===== src/rtl/pmem_pkg.sv =====
// Shared types and address helpers for the banked physical-memory model.
package pmem_pkg;

  typedef enum logic [1:0] {
    ST_IDLE = 2'd0,
    ST_BUSY = 2'd1,
    ST_RESP = 2'd2
  } pmem_state_e;

  // Byte-offset bits inside one line: log2(LINE_WIDTH/8).
  function automatic int unsigned offset_bits(input int unsigned line_width);
    return $clog2(line_width / 8);
  endfunction

  // Line index: drop the byte offset, keep idx_bits of the remaining address.
  function automatic int unsigned line_index(input logic [63:0] addr,
                                             input int unsigned off_bits,
                                             input int unsigned idx_bits);
    logic [63:0] shifted;
    logic [63:0] mask;
    shifted = addr >> off_bits;
    mask    = (64'(1) << idx_bits) - 64'(1);
    return 32'(shifted & mask);
  endfunction

  // Row number of a line: line index divided by lines-per-row.
  function automatic int unsigned row_of(input int unsigned line,
                                         input int unsigned row_shift);
    return line >> row_shift;
  endfunction

endpackage


===== src/rtl/pmem_row_tracker.sv =====
// Open-row buffer: remembers the most recently opened row and flags hits.
module pmem_row_tracker
  import pmem_pkg::*;
#(
  parameter int unsigned ROW_W = 9
) (
  input  logic             clk,
  input  logic             rst_n,
  input  logic             load,
  input  logic [ROW_W-1:0] row,
  output logic             hit_c
);

  logic [ROW_W-1:0] open_row;
  logic             open_valid;

  // Open the requested row on every accepted request.
  always_ff @(posedge clk or negedge rst_n) begin
    if (!rst_n) begin
      open_row   <= '0;
      open_valid <= 1'b0;
    end else if (load) begin
      open_row   <= row;
      open_valid <= 1'b1;
    end
  end

  assign hit_c = open_valid && (row == open_row);

endmodule


===== config.mk =====
export PLATFORM = sky130hd
export DESIGN_NAME = pmem_row_tracker
export DESIGN_NICKNAME = d
export VERILOG_FILES = /design/src/rtl/pmem_pkg.sv /design/src/rtl/pmem_row_tracker.sv
export SDC_FILE = /design/constraint.sdc
export NUM_CORES = 1
export LEC_CHECK = 0
export CORE_AREA = 2 2 39 41
export CTS_BUF_LIST = sky130_fd_sc_hd__clkbuf_8
export CTS_CLUSTER_SIZE = 30
export DETAILED_ROUTE_END_ITERATION = 12
export DIE_AREA = 0 0 41 43
export PLACE_DENSITY = 0.67
export SYNTH_ARGS = -nofsm -noshare
export SYNTH_HDL_FRONTEND = slang
export SYNTH_SLANG_ARGS = --single-unit
export TNS_END_PERCENT = 5

===== constraint.sdc =====
create_clock -name clk -period 0.8 [get_ports clk]
set_input_delay 0.12 -clock clk [delete_from_list [all_inputs] [get_ports clk]]
set_output_delay 0.12 -clock clk [all_outputs]
set_load 0.1 [all_outputs]

-- Word-level counts from Yosys, hierarchy flattened
Cells that the tools add are included.
- output and inout bits: 1
- bits of input ports: 12
- flip-flop bits (word level): 10
- logic and storage cells: 4
- reduce and logical (&&, ||, !) cells: 1
- equality and inequality tests: 1
- operators with widths (cell ; number):
    9-bit == test ; 1
    1-bit logical AND ; 1

-- Longest topological paths before layout
- depth in word-level cells: 2
- depth in mapped cells: 3
- mapped depth without buffers: 3

-- Worst setup path before layout
No wires, ideal clock.
- kind: reg2out
- start: register open_row[4]
- end: output hit_c
- slack: -1.161 ns
- arrival: 1.841 ns
- cell stages (with the launch flop): 4
- cells stage by stage: dfrtp_1 xnor2_1 nand4_1 nor3_2
- word-level cells in the longest chain between the ends: 2
- RTL lines (what ; line ; RTL):
    start, declared ; pmem_row_tracker.sv:14 ; logic [ROW_W-1:0] open_row;
    start signal, assigned ; pmem_row_tracker.sv:23 ; open_row <= row;
    9-bit == test ; pmem_row_tracker.sv:28 ; assign hit_c = open_valid && (row == open_row);
    1-bit logical AND ; pmem_row_tracker.sv:28 ;
    end, declared ; pmem_row_tracker.sv:11 ; output logic hit_c
No other way between the ends.

-- Worst setup path after layout
- start: register open_row[0]
- end: output hit_c
Same word-level chain as after synthesis.

==> reports/results.ini <==
[critical_path]
crit_end = hit_c
r2r_setup_slack_ns = 0.01
cp.depth = 4
critical_path_class = reg2out
critPathMaxFanout = 2
endpoint_kind = output port
r2r_cells = 1
path_buf_inv = 1
cp.required_ns = 0.68
cp_slowest_cell = dfrtp_1
startpoint = open_row[0]
reg2reg_from = open_row[3]
cp.arrival_ns = 1.37
reg2reg_to = open_row[3]
cp_top_family = simple AND/OR/NAND/NOR gates
slowest_delay_ns = 0.39
cp-start-kind = flop
crit_chain = xnor2_1, nand4_1, nor3_4, buf_12

[synth]
yosys_warnings = 0
syn_area_um2 = 508
ys_types = 8
synth_fp_nets = 46
synthCells = 34
synth.avg_cell_area_um2 = 14.9
yosysSeqAreaShare = 0.493
synth-seq-cells = 10

[run]
maxCapViolCount = 0

[sta]
rsz0062_at_grt = true
max_slew_margin = 0.887
hold_ws_ns = 0.205
layout_min_cycle_time_ns = 1.49
min_period_over_period = 1.87
hold_viol_final = 0
setup_slack_ns = -0.693
maxSlewViolCount = 0
clock_skew_ns = 0
max_freq_mhz = 670
worst_pin_slew_ns = 0.169
setup_viol = 1

[hold_path]
hp-class = in2async

[drt]
drt_iter0_markers = 1
drc_errors = 0
met3_length_um = 66
wl_um = 835
via_per_inst = 4.67
first_pass_iters = 2
wl_per_cell_um = 12.5
wl_met1_um = 365
wl_met2_um = 403
postRouteAntennaNets = 0
dr.max_layer_used = met3
vias = 313

[global_routing]
antenna_found_initial = 0
grt_util_all_layers = 0.123
grt_pass1_vias = 347
grt_pass1_wl_um = 1410
overflow = 0
grt_max_degree = 11

[floorplanning]
ios = 13
initial_core_util = 0.367
die_w_um = 41
dieArea_um2 = 1760
fp.coreArea_um2 = 1380
fp-row-count = 14
die_h_um = 43

[clocking]
htreeDepth = 1
clockRootBuffer = clkbuf_8
cts_buffers = 3
clk_latency_ns = 0.22
cts_tree = yes
cts.sinks = 10
cts_buffer_depth = 2
cts.clk_slew.worst_paths_ns = 0.04

[finish]
drive_gt1_frac = 0.392
fillerInstances = 121
fin_cells = 67
syn2layout_area_growth_pct = 45.8
antenna_cells = 0
final_nets = 65

[power_and_ir_drop]
powerDensity_nw_per_um2 = 1810
ir_worst_vdd_mv = 1.01
power.leakage_nw = 0.338

[place]
gp_congestion = 0.690
dp.cells = 64
io_buffers = 12
dp_slack_ns = -0.704

[run_status]
violations = negative setup slack
status = finished, violations left

==> metal layers <==
metal / up-vias / track usage
met5: - / 0
met4: 0 / 0.0600
met3: 0 / 0.0366
met2: 11 / 0.188
met1: 153 / 0.150
li1: 149 / -
==> metrics by stage <==
stage	power, mW	area (µm²)	utilization	setup TNS [ns]
4_1_cts	1.35	724	0.524	-2.18
2_1_floorplan	0.752	514	-	-0.792
6_report	1.34	741	0.535	-0.693
3_5_place_dp	0.857	676	0.488	-4.47
3_3_place_gp	0.845	676	0.488	-4.42
5_1_grt	1.42	741	0.535	-0.779
==> final cells by class <==
type / instances / area, µm² / share of cell area
Clock buffer: 3 / 41.3 / 0.0557
Multi-Input combinational cell: 23 / 268 / 0.361
Sequential cell: 10 / 250 / 0.338
Tap cell: 16 / 20.0 / 0.0270
Timing Repair Buffer: 15 / 161 / 0.218
==> logic make-up after synthesis <==
| group | share of synthesized area |
|---|---|
| xor gates and xnor gates | 0.155 |
| and+or+nand+nor | 0.0640 |
| muxes | 0.266 |
| buffers and inverters | 0.0222 |
| DFF | 0.493 |
==> what timing repair did <==
action,in CTS,in global routing
cloned,0,0
endpoints found under the setup margin,11,11
hold buffers,0,0
gates resized for setup,1,4
buffers inserted,0,0
pin swaps,5,2
==> power by group <==
group          total [mW]  internal [mW]  switching (mW)
Combinational       0.272          0.182          0.0902
Clock               0.481          0.326           0.155
Sequential          0.590          0.554          0.0361
Total                1.34           1.06           0.281
==> flip-flops by register name, indices dropped and copies added (netlist names) <==
name / count
open_row: 9
open_valid: 1
==> worst min path at each step <==
stage,start,end,slack (ns),depth (start not counted)
2_1_floorplan,rst_n,open_row[0],-0.18,0
5_1_grt,rst_n,open_row[3],0.21,2
3_5_place_dp,rst_n,open_row[1],0.44,2
6_report,rst_n,open_row[1],0.20,2
4_1_cts,rst_n,open_row[1],0.21,2
3_3_place_gp,rst_n,open_row[1],0.42,2
==> synthesized netlist by cell type <==
cell type | count | share of area
or2_2 | 1 | 0.012
nor3_2 | 1 | 0.020
nand4_1 | 2 | 0.025
buf_6 | 1 | 0.022
dfrtp_1 | 10 | 0.49
nand2_1 | 1 | 0.0074
mux2_4 | 9 | 0.27
xnor2_1 | 9 | 0.16
==> cell usage in the layout, fill, tap and decap left out <==
master / n
clkbuf_8: 3
buf_6: 1
mux2_4: 9
clkdlybuf4s50_1: 9
xnor2_2: 2
dlymetal6s2s_1: 2
or2_2: 1
buf_12: 1
nor3_4: 1
buf_4: 2
nand4_1: 2
dfrtp_1: 10
xnor2_1: 7
nand2_1: 1
(Power assumes the default switching activity.)
